<file path="src/rtl/uart_rx_pkg.sv">
// Shared definitions for the UART receiver: default bit timing (kept in one
// place so TX and RX stay matched), FSM state encodings and the 2-of-3 vote
// helper used when UART_RX_MAJORITY_EN is defined.
package uart_rx_pkg;

  // Clocks per serial bit; the transmitter uses the same value.
  localparam int DEFAULT_BITCYCLES = 101;
  localparam int DATABITS          = 8;

  // Receiver FSM state encodings.
  localparam logic [2:0] ST_IDLE     = 3'd0;
  localparam logic [2:0] ST_START    = 3'd1;
  localparam logic [2:0] ST_DATA     = 3'd2;
  localparam logic [2:0] ST_STOP     = 3'd3;
  localparam logic [2:0] ST_WAITHIGH = 3'd4;

  // Majority of three samples.
  function automatic logic maj3(input logic a, input logic b, input logic c);
    return (a & b) | (a & c) | (b & c);
  endfunction

endpackage

</file>
<file path="src/rtl/uart_rx_sync.sv">
// Two-flop synchroniser for the asynchronous serial input. Both flops reset
// to 1 (the idle line level) so leaving reset never looks like a start edge.
module uart_rx_sync (
  input  logic clk_i,
  input  logic rst_i,
  input  logic rx_i,
  output logic rx_s_o
);

  logic meta_q;
  logic sync_q;

  // Shift the raw line through two flops.
  always_ff @(posedge clk_i or posedge rst_i) begin
    if (rst_i) begin
      meta_q <= 1'b1;
      sync_q <= 1'b1;
    end else begin
      meta_q <= rx_i;
      sync_q <= meta_q;
    end
  end

  assign rx_s_o = sync_q;

endmodule

</file>
<file path="src/rtl/uart_rx.sv">
// 8N1 UART receiver (LSB first, idle high). Finds the start edge, samples each
// bit in its middle, checks the stop bit and offers the byte on a valid/ready
// port with frame-error and overrun pulses.
// Optional build macro UART_RX_MAJORITY_EN: every sample point becomes a
// 2-of-3 vote over offset-1/offset/offset+1, decided at offset+1.
//
// Handshake: RXVALID rises when a byte is delivered and holds RXDATA stable
// until a posedge sees RXVALID & RXREADY; a delivery in that same cycle
// replaces the byte and keeps RXVALID high, while a delivery with RXVALID
// high and RXREADY low drops the new byte and pulses OVERRUN.
module uart_rx
  import uart_rx_pkg::*;
#(
  parameter int BITCYCLES  = DEFAULT_BITCYCLES,
  parameter int HALFCYCLES = BITCYCLES / 2
) (
  input  logic       CLK,
  input  logic       RST,
  input  logic       UARTRX,
  output logic [7:0] RXDATA,
  output logic       RXVALID,
  input  logic       RXREADY,
  output logic       FRAMEERR,
  output logic       OVERRUN,
  output logic       BUSY,
  output logic [2:0] dbg_state_o
);

  localparam int CW = $clog2(BITCYCLES);
  // Counter value at which a sample is taken. The counter is reloaded to 0 at
  // every sample, so one bit later it reads BITCYCLES-1 again.
`ifdef UART_RX_MAJORITY_EN
  localparam logic [CW-1:0] START_PT = CW'(HALFCYCLES);
`else
  localparam logic [CW-1:0] START_PT = CW'(HALFCYCLES - 1);
`endif
  localparam logic [CW-1:0] BIT_PT = CW'(BITCYCLES - 1);

  logic          rx_s;
  logic          sample;
  logic [2:0]    state_q, state_d;
  logic [CW-1:0] cnt_q, cnt_d;
  logic [2:0]    bitcnt_q, bitcnt_d;
  logic [7:0]    shift_q, shift_d;
  logic          deliver;
  logic          frame_err;
  logic [7:0]    rxdata_q;
  logic          rxvalid_q;
  logic          frameerr_q;
  logic          overrun_q;

  uart_rx_sync u_sync (
    .clk_i  (CLK),
    .rst_i  (RST),
    .rx_i   (UARTRX),
    .rx_s_o (rx_s)
  );

`ifdef UART_RX_MAJORITY_EN
  logic hist1_q, hist2_q;

  // Keep the two previous synchronised samples for the vote.
  always_ff @(posedge CLK or posedge RST) begin
    if (RST) begin
      hist1_q <= 1'b1;
      hist2_q <= 1'b1;
    end else begin
      hist1_q <= rx_s;
      hist2_q <= hist1_q;
    end
  end

  assign sample = maj3(hist2_q, hist1_q, rx_s);
`else
  assign sample = rx_s;
`endif

  // Frame FSM: start detect, mid-bit sampling, stop check.
  always_comb begin
    state_d   = state_q;
    cnt_d     = (cnt_q == BIT_PT) ? '0 : cnt_q + CW'(1);
    bitcnt_d  = bitcnt_q;
    shift_d   = shift_q;
    deliver   = 1'b0;
    frame_err = 1'b0;
    case (state_q)
      ST_IDLE: begin
        cnt_d = '0;
        if (!rx_s) begin
          state_d  = ST_START;
          bitcnt_d = 3'd0;
        end
      end
      ST_START: begin
        if (cnt_q == START_PT) begin
          cnt_d   = '0;
          // A start bit that is high again by mid-bit was a glitch.
          state_d = sample ? ST_IDLE : ST_DATA;
        end
      end
      ST_DATA: begin
        if (cnt_q == BIT_PT) begin
          cnt_d    = '0;
          shift_d  = {sample, shift_q[7:1]};
          bitcnt_d = bitcnt_q + 3'd1;
          if (bitcnt_q == 3'(DATABITS - 1)) state_d = ST_STOP;
        end
      end
      ST_STOP: begin
        if (cnt_q == BIT_PT) begin
          cnt_d = '0;
          if (sample) begin
            deliver = 1'b1;
            state_d = ST_IDLE;
          end else begin
            frame_err = 1'b1;
            state_d   = ST_WAITHIGH;
          end
        end
      end
      ST_WAITHIGH: begin
        // A break or stuck-low line must not be read as a new start bit.
        cnt_d = '0;
        if (rx_s) state_d = ST_IDLE;
      end
      default: begin
        cnt_d   = '0;
        state_d = ST_IDLE;
      end
    endcase
  end

  // FSM, counters and shift register.
  always_ff @(posedge CLK or posedge RST) begin
    if (RST) begin
      state_q  <= ST_IDLE;
      cnt_q    <= '0;
      bitcnt_q <= 3'd0;
      shift_q  <= 8'h00;
    end else begin
      state_q  <= state_d;
      cnt_q    <= cnt_d;
      bitcnt_q <= bitcnt_d;
      shift_q  <= shift_d;
    end
  end

  // Output port: byte delivery, handshake, error pulses.
  always_ff @(posedge CLK or posedge RST) begin
    if (RST) begin
      rxdata_q   <= 8'h00;
      rxvalid_q  <= 1'b0;
      frameerr_q <= 1'b0;
      overrun_q  <= 1'b0;
    end else begin
      frameerr_q <= frame_err;
      overrun_q  <= 1'b0;
      if (deliver) begin
        if (rxvalid_q && !RXREADY) begin
          overrun_q <= 1'b1;
        end else begin
          rxdata_q  <= shift_q;
          rxvalid_q <= 1'b1;
        end
      end else if (rxvalid_q && RXREADY) begin
        rxvalid_q <= 1'b0;
      end
    end
  end

  assign RXDATA      = rxdata_q;
  assign RXVALID     = rxvalid_q;
  assign FRAMEERR    = frameerr_q;
  assign OVERRUN     = overrun_q;
  assign BUSY        = (state_q != ST_IDLE);
  assign dbg_state_o = state_q;

endmodule

</file>
<file path="config.mk">
export PLATFORM = sky130hd
export DESIGN_NAME = uart_rx
export DESIGN_NICKNAME = d
export VERILOG_FILES = /design/src/rtl/uart_rx_pkg.sv /design/src/rtl/uart_rx_sync.sv /design/src/rtl/uart_rx.sv
export SDC_FILE = /design/constraint.sdc
export NUM_CORES = 1
export LEC_CHECK = 0
export BUFFER_PORTS_ARGS = -buffer_cell sky130_fd_sc_hd__buf_2
export CAP_MARGIN = 20
export CELL_PAD_IN_SITES_DETAIL_PLACEMENT = 1
export CELL_PAD_IN_SITES_GLOBAL_PLACEMENT = 1
export CORE_MARGIN = 8
export CORE_UTILIZATION = 46
export CTS_CLUSTER_DIAMETER = 120
export DETAILED_ROUTE_END_ITERATION = 8
export HOLD_SLACK_MARGIN = 0.03
export PLACE_DENSITY_LB_ADDON = 0.1
export SETUP_SLACK_MARGIN = 0.02
export SKIP_LAST_GASP = 1
export SYNTH_ARGS = -nofsm -noshare
export SYNTH_HDL_FRONTEND = slang
export SYNTH_SLANG_ARGS = --single-unit
</file>
<file path="constraint.sdc">
create_clock -name CLK -period 2.2 [get_ports CLK]
set_input_delay 0.22 -clock CLK [delete_from_list [all_inputs] [get_ports CLK]]
set_output_delay 0.22 -clock CLK [all_outputs]
set_load 0.02 [all_outputs]
</file>
# Word-level counts from Yosys, hierarchy flattened
# Index checks and enable logic that the tools add are counted.
[op_classes]
n_addsub = 2
eq_ne = 14
muxes = 27
n_bitwise = 1
n_reduce_logical = 13
[op_table]
columns = ["operator", "count"]
rows = [
  ["3-bit two-way mux", 9],
  ["7-bit two-way mux", 3],
  ["3-bit one-hot mux with 5 select lines", 1],
  ["7-bit one-hot mux with 2 select lines", 1],
  ["2-bit inequality test, second input constant", 6],
  ["1-bit two-way mux", 11],
  ["7-bit by 1-bit adder with 7-bit output, second input constant", 1],
  ["7-bit by 6-bit == test with 1-bit output, second input constant", 1],
  ["7-bit == test, second input constant", 1],
  ["3-bit by 2-bit == test with 1-bit output, second input constant", 2],
  ["3-bit == test, second input constant", 2],
  ["3-bit one-hot mux with 2 select lines", 1],
  ["2-bit AND reduction", 3],
  ["6-bit AND reduction", 1],
  ["2-bit nonzero test", 2],
  ["3-bit by 1-bit adder with 3-bit output, second input constant", 1],
  ["3-bit by 1-bit == test with 1-bit output, second input constant", 1],
  ["3-bit logical NOT", 1],
  ["3-bit AND reduction", 1],
  ["3-bit nonzero test", 1],
  ["1-bit logical AND", 2],
  ["2-bit two-way mux", 1],
  ["2-bit by 1-bit inequality test with 1-bit output, second input constant", 1],
  ["2-bit OR reduction", 1],
  ["2 further kinds", 2],
]
[totals]
ff_bits = 34
inputBits = 4
output_inout_bits = 15
elab_cells = 67

# Longest topological paths before layout
# Gate-level depths: netlist of the first run.
[depth]
ltp_word = 5
depth_mapped = 6
mapped_depth_nobuf = 6

# By module
# A second synthesis of the first run with hierarchy kept.
[unflattened]
cells_unflattened = 124
area_unflattened_um2 = 1505.2
[modules_own_cells]
columns = ["module", "n_inst", "cells_each", "area_each_um2", "seq_area_each_um2"]
rows = [
  ["uart_rx", 1, 121, 1448.9, 800.8],
  ["uart_rx_sync", 1, 3, 56.3, 52.6],
]

# Worst setup path before layout of the first run
# No wires, ideal clock.
[synth_timing]
path_kind = "register to register"
from = "register state_q[1], in the netlist dbg_state_o[1]"
to = "register rxdata_q[0], in the netlist RXDATA[0]"
setup_time_ns = 0.125
arrival_time_ns = 1.497
required_time_ns = 2.075
slack_ns = 0.578
stages_incl_launch_ff = 5
path_buffers = 0
synth_period_minus_slack_ns = 1.622
cell_sequence = "dfrtp_1 and3b_1 nand4_4 nor2_8 mux2_2"
[synth_via]
elab_chain_cells = 3
[synth_lines]
columns = ["item", "line_no", "source"]
rows = [
  ["start: declaration", "uart_rx.sv:41", "logic [2:0] state_q, state_d;"],
  ["start signal: assignment", "uart_rx.sv:141", "state_q <= state_d;"],
  ["3-bit by 2-bit == test with 1-bit output", "uart_rx.sv:86", "case (state_q)"],
  ["1-bit two-way mux", "uart_rx.sv:86", ""],
  ["2-bit AND reduction (no line)", "--", ""],
  ["end signal: assignment", "uart_rx.sv:162", "rxdata_q <= shift_q;"],
  ["end: declaration", "uart_rx.sv:47", "logic [7:0] rxdata_q;"],
]
# Every way passes these cells.
# A chain may end at the register's enable or synchronous reset.

# Worst setup path in the final report of the first run
[layout_timing]
from = "register cnt_q[0]"
to = "register shift_q[2]"
[layout_via]
elab_chain_cells = 2
[layout_lines]
columns = ["item", "line_no", "source"]
rows = [
  ["start: declaration", "uart_rx.sv:42", "logic [CW-1:0] cnt_q, cnt_d;"],
  ["start signal: assignment", "uart_rx.sv:142", "cnt_q <= cnt_d;"],
  ["7-bit == test", "uart_rx.sv:102", "if (cnt_q == BIT_PT) begin"],
  ["2-bit AND reduction (no line)", "--", ""],
  ["end signal: assignment", "uart_rx.sv:144", "shift_q <= shift_d;"],
  ["end: declaration", "uart_rx.sv:44", "logic [7:0] shift_q, shift_d;"],
]
# Every way passes these cells.

==> results.py, run 1 <==
metrics = {
    "logic_synthesis": {
        "synth.distinct_cells": 36,
        "avgSynthCellArea_um2": 13.1,
        "synth_area_mm2": 0.00155,
        "synthCells": 118,
        "synth_warnings": 0,
        "synth-seq-area-share": 0.551,
        "syn_nets": 127,
        "ys_ff_latch": 34,
    },
    "worst_hold_path": {
        "worst_hold_path_type": "in2reg",
        "hold_depth": 2,
    },
    "clocking": {
        "cts_root_buf": "clkbuf_4",
        "worst_skew_pair.late_latency_ps": 340,
        "ctsResizeCount": 0,
        "htree_levels": 2,
        "numCtsBuffers": 5,
        "post_cts_buffers": 0,
        "cts_tree": "done",
        "clockBufferDepth": 2,
        "clock_sink_count": 34,
        "path_clk_slew_ps": 110,
    },
    "outcome": {
        "run_status": "finished clean",
    },
    "final_layout": {
        "layout_common_cells": "dfrtp_1 (32), buf_2 (18), mux2_2 (17)",
        "nNetsFinal": 156,
        "antennaDiodeCount": 0,
        "instances_no_fill": 194,
        "area_growth_pct": 16.2,
        "mostFrequentLayoutCell": "dfrtp_1",
        "drive_above_1_share": 0.392,
        "fin_util": 0.548,
    },
    "die": {
        "start_util": 0.472,
        "die_w_um": 74.0,
        "ios": 19,
        "fp.dieH_um": 74.0,
        "num_rows": 21,
        "die-area_mm2": 0.00548,
        "core_area_mm2": 0.00328,
    },
    "grt": {
        "grt_pass1_vias": 1109,
        "grt_pass1_wl_mm": 5.37,
        "grt_usage": 0.131,
        "grt_max_degree": 35,
        "antenna_found_initial": 0,
        "gr-total-overflow": 0,
    },
    "drt": {
        "routed_via_density": 5.25,
        "dr.pass1.iters": 4,
        "routed_wl_mm": 3.03,
        "ant_nets": 0,
        "drc": 0,
        "route.vias.total": 1018,
        "post_drt_wl_per_cell_um": 15.6,
        "drt_iter0_drc": 34,
    },
    "power_and_ir_drop": {
        "peakVddDrop_mv": 0.408,
        "total_power_uw": 1020,
        "power.density_mw_per_mm2": 569,
        "leakagePower_uw": 0.000919,
    },
    "timing": {
        "min_period_ps": 1790,
        "maxSlewViolCount": 0,
        "fmaxAchievable_mhz": 559,
        "fin_setup_tns_ps": 0,
        "rsz0062_at_grt": "no",
        "worst_pin_slew_ps": 566,
        "fin_skew_ps": 10.9,
        "hold_viol": 0,
        "setup_viol": 0,
        "final.period_utilization": 0.814,
        "timing.slew.headroom": 0.618,
    },
    "place": {
        "dp_cells": 184,
        "place.gp.congestion": 0.776,
        "place_hpwl_mm": 2.21,
        "io_buffers": 18,
    },
    "setup_path": {
        "critPathCaptureType": "register",
        "worstPathMaxFanout": 8,
        "arrival_ps": 2030,
        "crit_type": "reg2reg",
        "cp-start-kind": "register",
        "reg2reg_depth": 6,
        "cp.required_ps": 2440,
    },
    "job": {
        "maxCapViolations": 0,
    },
}
==> state kept, by name (all words and copies together), names as in the netlist <==
signal and cells:
FRAMEERR 1, OVERRUN 1, RXDATA 8, RXVALID 1
bitcnt_q 3, cnt_q 7, dbg_state_o 3, shift_q 8
u_sync.meta_q 1, u_sync.rx_s_o 1
==> power breakdown <==
| group | total, uW | leakage [uW] | switching, uW | internal (uW) |
|---|---|---|---|---|
| clock network | 372 | 0.0000343 | 219 | 154 |
| logic | 22.5 | 0.000431 | 16.1 | 6.41 |
| registers | 630 | 0.000453 | 1.80 | 628 |
| total | 1020 | 0.000919 | 237 | 788 |
==> layer usage <==
metal  track usage  vias up  share of wire
li1              -      482              -
met1         0.156      513           0.44
met2         0.203       16           0.49
met3        0.0526        7          0.049
met4        0.0599        0          0.021
met5             0        -              0
==> stage by stage <==
stage | hold WS, ps | instance area, um2 | setup WS, ps
after detailed placement | 327 | 1720 | 395
after floorplan | 224 | 1550 | 578
after global routing | 39.5 | 1800 | 303
final | 61.7 | 1800 | 410
after global placement | 326 | 1720 | 449
after CTS | 53.1 | 1800 | 385
==> critical path, stage by stage, from the launching register on <==
cell and delay (ps):
dfrtp_1 450, inv_1 80, ha_1 260, nand2_1 140
nor3_4 290, nand2_4 150, mux2_2 310
==> logic make-up after synthesis <==
group                    after synthesis  share of synthesized area
adder cells (fa/ha/maj)                5                     0.0404
AND/OR/NAND/NOR                       34                      0.161
buffers and inverters                  7                     0.0170
XOR/XNOR                               5                     0.0283
multiplexers                          17                      0.124
AO/OA/AOI/OAI                         16                     0.0792
flip-flops                            34                      0.551
==> Yosys cell counts (all sizes together) <==
cell / instances / area share
a22o: 6 / 0.034
inv: 6 / 0.015
a21oi: 1 / 0.0032
dfrtp: 32 / 0.52
and4bb: 1 / 0.011
and3: 2 / 0.0081
or3: 1 / 0.0040
a31oi: 1 / 0.0040
nand4: 1 / 0.014
clkbuf: 1 / 0.0024
nor2b: 1 / 0.0040
o21bai: 1 / 0.0048
o22ai: 1 / 0.0040
o2111ai: 1 / 0.0057
or2: 3 / 0.012
xnor2: 2 / 0.011
ha: 5 / 0.040
o21ai: 2 / 0.0065
nand4bb: 1 / 0.011
nor2: 11 / 0.037
and2: 1 / 0.0040
nand2: 4 / 0.015
a311oi: 1 / 0.0057
nor4b: 1 / 0.0057
nor3: 1 / 0.011
a41oi: 1 / 0.0057
and3b: 1 / 0.0057
mux2: 17 / 0.12
nand3: 4 / 0.016
xor2: 3 / 0.017
nor4: 1 / 0.0040
a32oi: 1 / 0.0057
dfstp: 2 / 0.034
==> cell type report <==
type | instances | area, um2
inverters | 6 | 22.5
multi-input cells | 77 | 669
repair buffers | 23 | 133
fillers | 336 | 1490
well taps | 46 | 57.6
clock buffers | 6 | 51.3
flip-flops and latches | 34 | 853
clock inverters | 2 | 12.5
==> what timing repair did <==
item,CTS,global route
hold buffers,2,0
hold endpoints to repair,33,0
setup endpoints to repair,0,0
==> final timing paths <==
check / slack [ps] / start / endpoint
setup / recovery: 410 / cnt_q[0]$_DFF_PP0_ / shift_q[2]$_DFFE_PP0P_
max in group asynchronous: 1360 / RST / u_sync.meta_q$_DFF_PP1_
setup reg to reg: 410 / cnt_q[0]$_DFF_PP0_ / shift_q[2]$_DFFE_PP0P_
min in group asynchronous: 510 / RST / RXDATA[6]$_DFFE_PP0P_
hold reg to reg: 360 / u_sync.meta_q$_DFF_PP1_ / u_sync.rx_s_o$_DFF_PP1_
hold / removal: 60 / RXREADY / OVERRUN$_DFF_PP0_
Note: power is estimated with default switching activity, not from simulation.
==> run 2: changes to the inputs <==
Settings changed: ABC_AREA from default to 1, CORE_UTILIZATION 46 to 43.
Clock period 2.2 ns to 1.75 ns, I/O delays scaled along.
==> run 2 against run 1 <==
Against the previous run: clock skew shrank 2.6 ps; cell count is 38% higher; sequential power rose by 26%; largest cell class unchanged; critical endpoint is now shift_q[3]$_DFFE_PP0P_.
==> results.py, run 2 <==
metrics = {
    "final_layout": {
        "mostFrequentLayoutCell": "nand2_1",
        "area_growth_pct": 18.9,
        "drive_above_1_share": 0.282,
        "fin_area_mm2": 0.00195,
        "instances_no_fill": 268,
        "nNetsFinal": 228,
        "antennaDiodeCount": 0,
        "fill_cells": 458,
        "layout_common_cells": "nand2_1 (52), dfrtp_1 (32), inv_1 (21)",
    },
    "place": {
        "io_buffers": 18,
        "dp_cells": 252,
        "placed_cell_area_mm2": 0.00177,
        "place.gp.congestion": 0.829,
        "place_hpwl_mm": 2.52,
    },
    "drt": {
        "routed_via_density": 4.73,
        "route.vias.total": 1268,
        "dr.pass1.iters": 4,
        "post_drt_wl_per_cell_um": 13.2,
        "drc": 0,
        "ant_nets": 0,
        "routed_wl_mm": 3.55,
        "drt_iter0_drc": 58,
    },
    "die": {
        "die-area_mm2": 0.00604,
        "fp.dieH_um": 77.7,
        "core_area_mm2": 0.00366,
        "start_util": 0.447,
        "die_w_um": 77.7,
        "num_rows": 22,
        "ios": 19,
    },
    "grt": {
        "grt_pass1_wl_mm": 6.34,
        "grt_max_degree": 35,
        "antenna_found_initial": 0,
        "grt_pass1_vias": 1373,
        "gr-total-overflow": 0,
        "grt_usage": 0.129,
    },
    "timing": {
        "min_period_ps": 1620,
        "fmaxAchievable_mhz": 617,
        "worst_pin_slew_ps": 429,
        "rsz0062_at_grt": "yes",
        "timing.slew.headroom": 0.714,
        "hold_viol": 0,
        "maxSlewViolCount": 0,
        "setup_viol": 0,
        "final.period_utilization": 0.926,
        "fin_setup_tns_ps": 0,
        "timing.hold.ws_ps": 221,
        "fin_skew_ps": 8.30,
    },
    "setup_path": {
        "reg2reg_from": "cnt_q[0]$_DFF_PP0_",
        "critPathMaxStageDelay_ps": 430,
        "cp-start-kind": "register",
        "cp_cell_sequence": "inv_1 -> ha_1 -> nand2_1 -> inv_1 -> nand3_2 -> nor2_4 -> buf_4 -> nand2_1 -> o21ai_0",
        "crit_type": "reg2reg",
        "cp_slowest_cell": "dfrtp_1",
        "arrival_ps": 1820,
        "r2r_slack_ps": 130,
        "reg2reg_depth": 9,
        "r2r_end": "shift_q[3]$_DFFE_PP0P_",
        "critPathCaptureType": "register",
        "worstPathMaxFanout": 7,
        "cp.required_ps": 1950,
    },
    "worst_hold_path": {
        "hp-start": "RXREADY",
        "worst_hold_path_type": "in2reg",
        "hold_depth": 4,
        "min_to": "OVERRUN$_DFF_PP0_",
    },
    "logic_synthesis": {
        "synthCells": 187,
        "avgSynthCellArea_um2": 8.76,
        "synthArstFlopShare": 1.00,
        "ys_ff_latch": 34,
        "synth_area_mm2": 0.00164,
        "synth-main-ff-cell": "dfrtp_1",
        "synth_top_area_share": 0.489,
        "synth_commonest_cells": "nand2_1 (53), dfrtp_1 (32), inv_1 (21)",
        "yosysTopAreaCell": "dfrtp_1",
        "ys_top_cells_by_area": "dfrtp_1 (49%), nand2_1 (12%), inv_1 (4.8%)",
        "yosysMostFrequentCell": "nand2_1",
        "synth_warnings": 0,
        "syn_nets": 196,
        "synth_edf_count": 0,
        "synth-seq-area-share": 0.521,
        "synth.distinct_cells": 26,
    },
    "power_and_ir_drop": {
        "pwr-share-clk": 0.430,
        "power.density_mw_per_mm2": 737,
        "p_int_uw": 1110,
        "pwr-share-comb": 0.018,
        "switching_share": 0.224,
        "pwr-share-seq": 0.553,
        "peakVddDrop_mv": 0.480,
        "power_switching_uw": 322,
        "leakagePower_uw": 0.00104,
    },
    "outcome": {
        "run_status": "finished clean",
    },
    "job": {
        "maxCapViolations": 0,
    },
    "clocking": {
        "worst_skew_pair.late_latency_ps": 290,
        "path_clk_slew_ps": 80,
        "cts_tree": "done",
        "cts_root_buf": "clkbuf_8",
        "clockBufferDepth": 2,
        "numCtsBuffers": 5,
        "clock_sink_count": 34,
        "htree_levels": 2,
    },
}
-- run 2: changes by cell type in the layout (fill, tap and decap cells not counted), sizes merged, moves of 7 or more --
cell and delta:
nand3 +7, inv +21, nor2 +12, o21ai +12, nand2 +54, mux2 -17
-- run 2: per-stage QoR --
stage | setup WS [ps] | power [uW] | util
floorplan | 374 | 820 | -
global placement | 200 | 831 | 0.484
detailed placement | 112 | 832 | 0.484
CTS | 94.3 | 1450 | 0.516
global route | -7.26 | 1490 | 0.532
finish | 130 | 1440 | 0.532
-- run 2: critical path, delay by kind of cell, from the launching register on --
kind            cells  cell delay (ps)
buf+inv             3              340
simple gates        4              540
compound gates      1               80
flops               1              430
fa+ha+maj           1              140
-- run 2: cell type report --
cell class                      count  area (um2)  share of cell area
Clock buffer                        6        82.6              0.0424
Sequential cell                    34         853               0.438
Inverter                           27         101              0.0520
Multi-Input combinational cell    124         663               0.340
Clock inverter                      2        12.5             0.00642
Tap cell                           48        60.1              0.0308
Timing Repair Buffer               27         175              0.0899
-- run 2: metal layers --
layer / wire, um / global-route usage / vias to the layer above
met2: 1690 / 0.207 / 14
li1: - / - / 642
met5: 0 / 0 / -
met4: 61 / 0.0623 / 0
met3: 124 / 0.0346 / 5
met1: 1670 / 0.157 / 607
-- run 2: power groups by stage --
stage	Combinational, uW	Sequential (uW)	Clock, uW
after global placement	22.5	808	0
after global routing	29.9	793	666
after floorplan	12.9	807	0
after CTS	26.9	793	633
after detailed placement	23.4	808	0
final	25.2	793	617
-- run 2: how the worst max path moves through the flow --
stage	startpoint	end	slack, ps	cells after the start
2_1_floorplan	cnt_q[0]$_DFF_PP0_	dbg_state_o[0]$_DFFE_PP0P_	370	9
3_3_place_gp	cnt_q[0]$_DFF_PP0_	RXDATA[5]$_DFFE_PP0P_	200	10
3_5_place_dp	cnt_q[0]$_DFF_PP0_	shift_q[6]$_DFFE_PP0P_	110	9
4_1_cts	cnt_q[0]$_DFF_PP0_	shift_q[6]$_DFFE_PP0P_	90	9
5_1_grt	cnt_q[0]$_DFF_PP0_	shift_q[3]$_DFFE_PP0P_	-7	9
6_report	cnt_q[0]$_DFF_PP0_	shift_q[3]$_DFFE_PP0P_	130	9
-- run 2: cell families (layout without fill, tap and decap cells) --
logic type                 Yosys count  count (layout)  synth area share
buffers and inverters               29              62            0.0756
adders and majority gates            5               5            0.0382
and+or+nand+nor                     98              98             0.284
AOI/OAI and AO/OA                   20              20            0.0756
xor gates and xnor gates             1               1           0.00535
DFF                                 34              34             0.521
-- run 2: repair_timing --
action                                  CTS  global route
endpoints found under the setup margin    0            10
endpoints found under the hold margin    33             0
hold buffers                              2             0
buffers inserted                          0             6
resized for setup                         0             1
==> run 3: changes to the inputs <==
Settings changed: CORE_MARGIN 8 to default, RECOVER_POWER from default to 25.
==> run 3 against run 2 <==
Against the previous run: first-iteration DRC count up 21%; via count up 0.63%; sequential power about the same; die area down 33%; combinational power down 3%; maximum frequency up 3.1%; cell count unchanged; sequential share of layout area down 1.1 points; global-route usage up 6.8 points; register-to-register slack better by 50 ps; total power up 19%; largest power group is now clock.
==> results.py, run 3 (synthesis gave the netlist of run 2 again) <==
metrics = {
    "timing": {
        "setup_viol": 0,
        "maxSlewViolCount": 0,
        "timing.slew.headroom": 0.443,
        "fmaxAchievable_mhz": 636,
        "final.period_utilization": 0.898,
        "min_period_ps": 1570,
        "rsz0062_at_grt": "no",
        "fin_skew_ps": 2.63,
        "fin_setup_tns_ps": 0,
        "hold_viol": 0,
        "worst_pin_slew_ps": 836,
    },
    "setup_path": {
        "arrival_ps": 1760,
        "crit_type": "reg2reg",
        "critPathLaunch": "cnt_q[0]$_DFF_PP0_",
        "critPathMaxStageDelay_ps": 430,
        "critPathCapture": "shift_q[3]$_DFFE_PP0P_",
        "r2r_end": "shift_q[3]$_DFFE_PP0P_",
        "cp_slowest_cell": "dfrtp_1",
        "worstPathMaxFanout": 8,
        "cp_cell_sequence": "inv_1 -> ha_1 -> nand2_1 -> inv_1 -> nand3_4 -> nor2_4 -> buf_4 -> nand2_1 -> o21ai_0",
        "r2r_slack_ps": 180,
        "cp.required_ps": 1940,
        "reg2reg_depth": 9,
        "reg2reg_from": "cnt_q[0]$_DFF_PP0_",
        "critPathCaptureType": "register",
        "cp-start-kind": "register",
    },
    "drt": {
        "post_drt_wl_per_cell_um": 13.4,
        "drc": 0,
        "route.vias.total": 1276,
        "routed_via_density": 4.76,
        "dr.pass1.iters": 4,
        "routed_wl_mm": 3.59,
        "drt_iter0_drc": 70,
        "ant_nets": 0,
    },
    "clocking": {
        "clockBufferDepth": 2,
        "cts_tree": "done",
        "path_clk_slew_ps": 70,
        "worst_skew_pair.late_latency_ps": 280,
        "clock_sink_count": 34,
        "htree_levels": 2,
        "cts_root_buf": "clkbuf_8",
        "numCtsBuffers": 5,
    },
    "final_layout": {
        "nNetsFinal": 228,
        "instances_no_fill": 268,
        "antennaDiodeCount": 0,
        "fin_area_mm2": 0.00200,
        "layout_common_cells": "nand2_1 (53), dfrtp_1 (32), inv_1 (21)",
        "mostFrequentLayoutCell": "nand2_1",
        "drive_above_1_share": 0.277,
        "fin_util": 0.546,
        "area_growth_pct": 22.0,
    },
    "grt": {
        "grt_pass1_wl_mm": 6.04,
        "grt_usage": 0.197,
        "gr-total-overflow": 0,
        "grt_max_degree": 35,
        "grt_pass1_vias": 1340,
        "antenna_found_initial": 0,
    },
    "job": {
        "maxCapViolations": 0,
    },
    "worst_hold_path": {
        "worst_hold_path_type": "in2reg",
    },
    "place": {
        "io_buffers": 18,
        "dp_cells": 252,
        "place.gp.congestion": 0.865,
        "place_hpwl_mm": 2.51,
        "placed_cell_area_mm2": 0.00177,
    },
    "die": {
        "num_rows": 22,
        "die_w_um": 63.7,
        "start_util": 0.447,
        "core_area_mm2": 0.00366,
        "ios": 19,
        "die-area_mm2": 0.00406,
        "fp.dieH_um": 63.7,
    },
    "outcome": {
        "run_status": "finished clean",
    },
    "power_and_ir_drop": {
        "power.density_mw_per_mm2": 857,
        "leakagePower_uw": 0.00107,
        "peakVddDrop_mv": 0.572,
    },
}
==> run 3: cell count changes in the layout (fill, tap and decap cells not counted) <==
cell | previous run | this run
nand3_4 | 0 | 1
nand2_1 | 52 | 53
clkinv_2 | 1 | 0
nand2_2 | 6 | 5
clkinvlp_4 | 1 | 0
clkbuf_2 | 0 | 1
bufinv_16 | 0 | 2
buf_4 | 6 | 5
nand3_2 | 1 | 0
==> run 3: how the worst min path moves through the flow <==
| stage | start | endpoint | depth (start not counted) |
|---|---|---|---|
| global placement | UARTRX | u_sync.meta_q$_DFF_PP1_ | 1 |
| floorplan | UARTRX | u_sync.meta_q$_DFF_PP1_ | 0 |
| detailed placement | UARTRX | u_sync.meta_q$_DFF_PP1_ | 1 |
| global route | RXREADY | OVERRUN$_DFF_PP0_ | 4 |
| CTS | RXREADY | OVERRUN$_DFF_PP0_ | 4 |
| finish | RXREADY | OVERRUN$_DFF_PP0_ | 4 |
==> run 3: stage by stage <==
stage | setup WS, ps | hold slack (ps) | power [uW]
2_1_floorplan | 374 | 179 | 820
3_3_place_gp | 196 | 282 | 831
3_5_place_dp | 56.3 | 282 | 831
4_1_cts | 47.5 | 212 | 1740
5_1_grt | 54.5 | 248 | 1770
6_report | 179 | 221 | 1710
==> run 3: cell type report <==
class	instances	area, um2
clock inverters	2	60.1
fillers	449	1660
clock buffers	6	82.6
inverters	27	101
repair buffers	27	173
well taps	48	60.1
flip-flops and latches	34	853
multi-input cells	124	668
==> run 3: per-layer routing <==
metal	share of wire	track usage	vias to the layer above	routed length [um]
met1	0.46	0.242	610	1640
li1	-	-	639	-
met5	0	0	-	0
met4	0.020	0.0938	0	72
met3	0.033	0.0453	7	119
met2	0.49	0.323	20	1760
==> run 3: power breakdown <==
part,switching (uW),leakage [uW],internal (uW)
Combinational,17.9,0.000541,6.60
Clock,287,0.0000714,608
Sequential,3.87,0.000453,790
==> run 3: repair_timing <==
| action | 4_1_cts | 5_1_grt |
|---|---|---|
| resized for setup | 0 | 1 |
| hold buffers | 2 | 0 |
| endpoints found under the hold margin | 33 | 0 |
| buffers inserted | 0 | 6 |
| setup endpoints to repair | 0 | 10 |
==> run 3: critical path: cells and delay by family (launching register included) <==
kind            cells  cell delay, ps
fa+ha+maj           1             140
buf+inv             3             360
flops               1             430
simple gates        4             470
compound gates      1              90
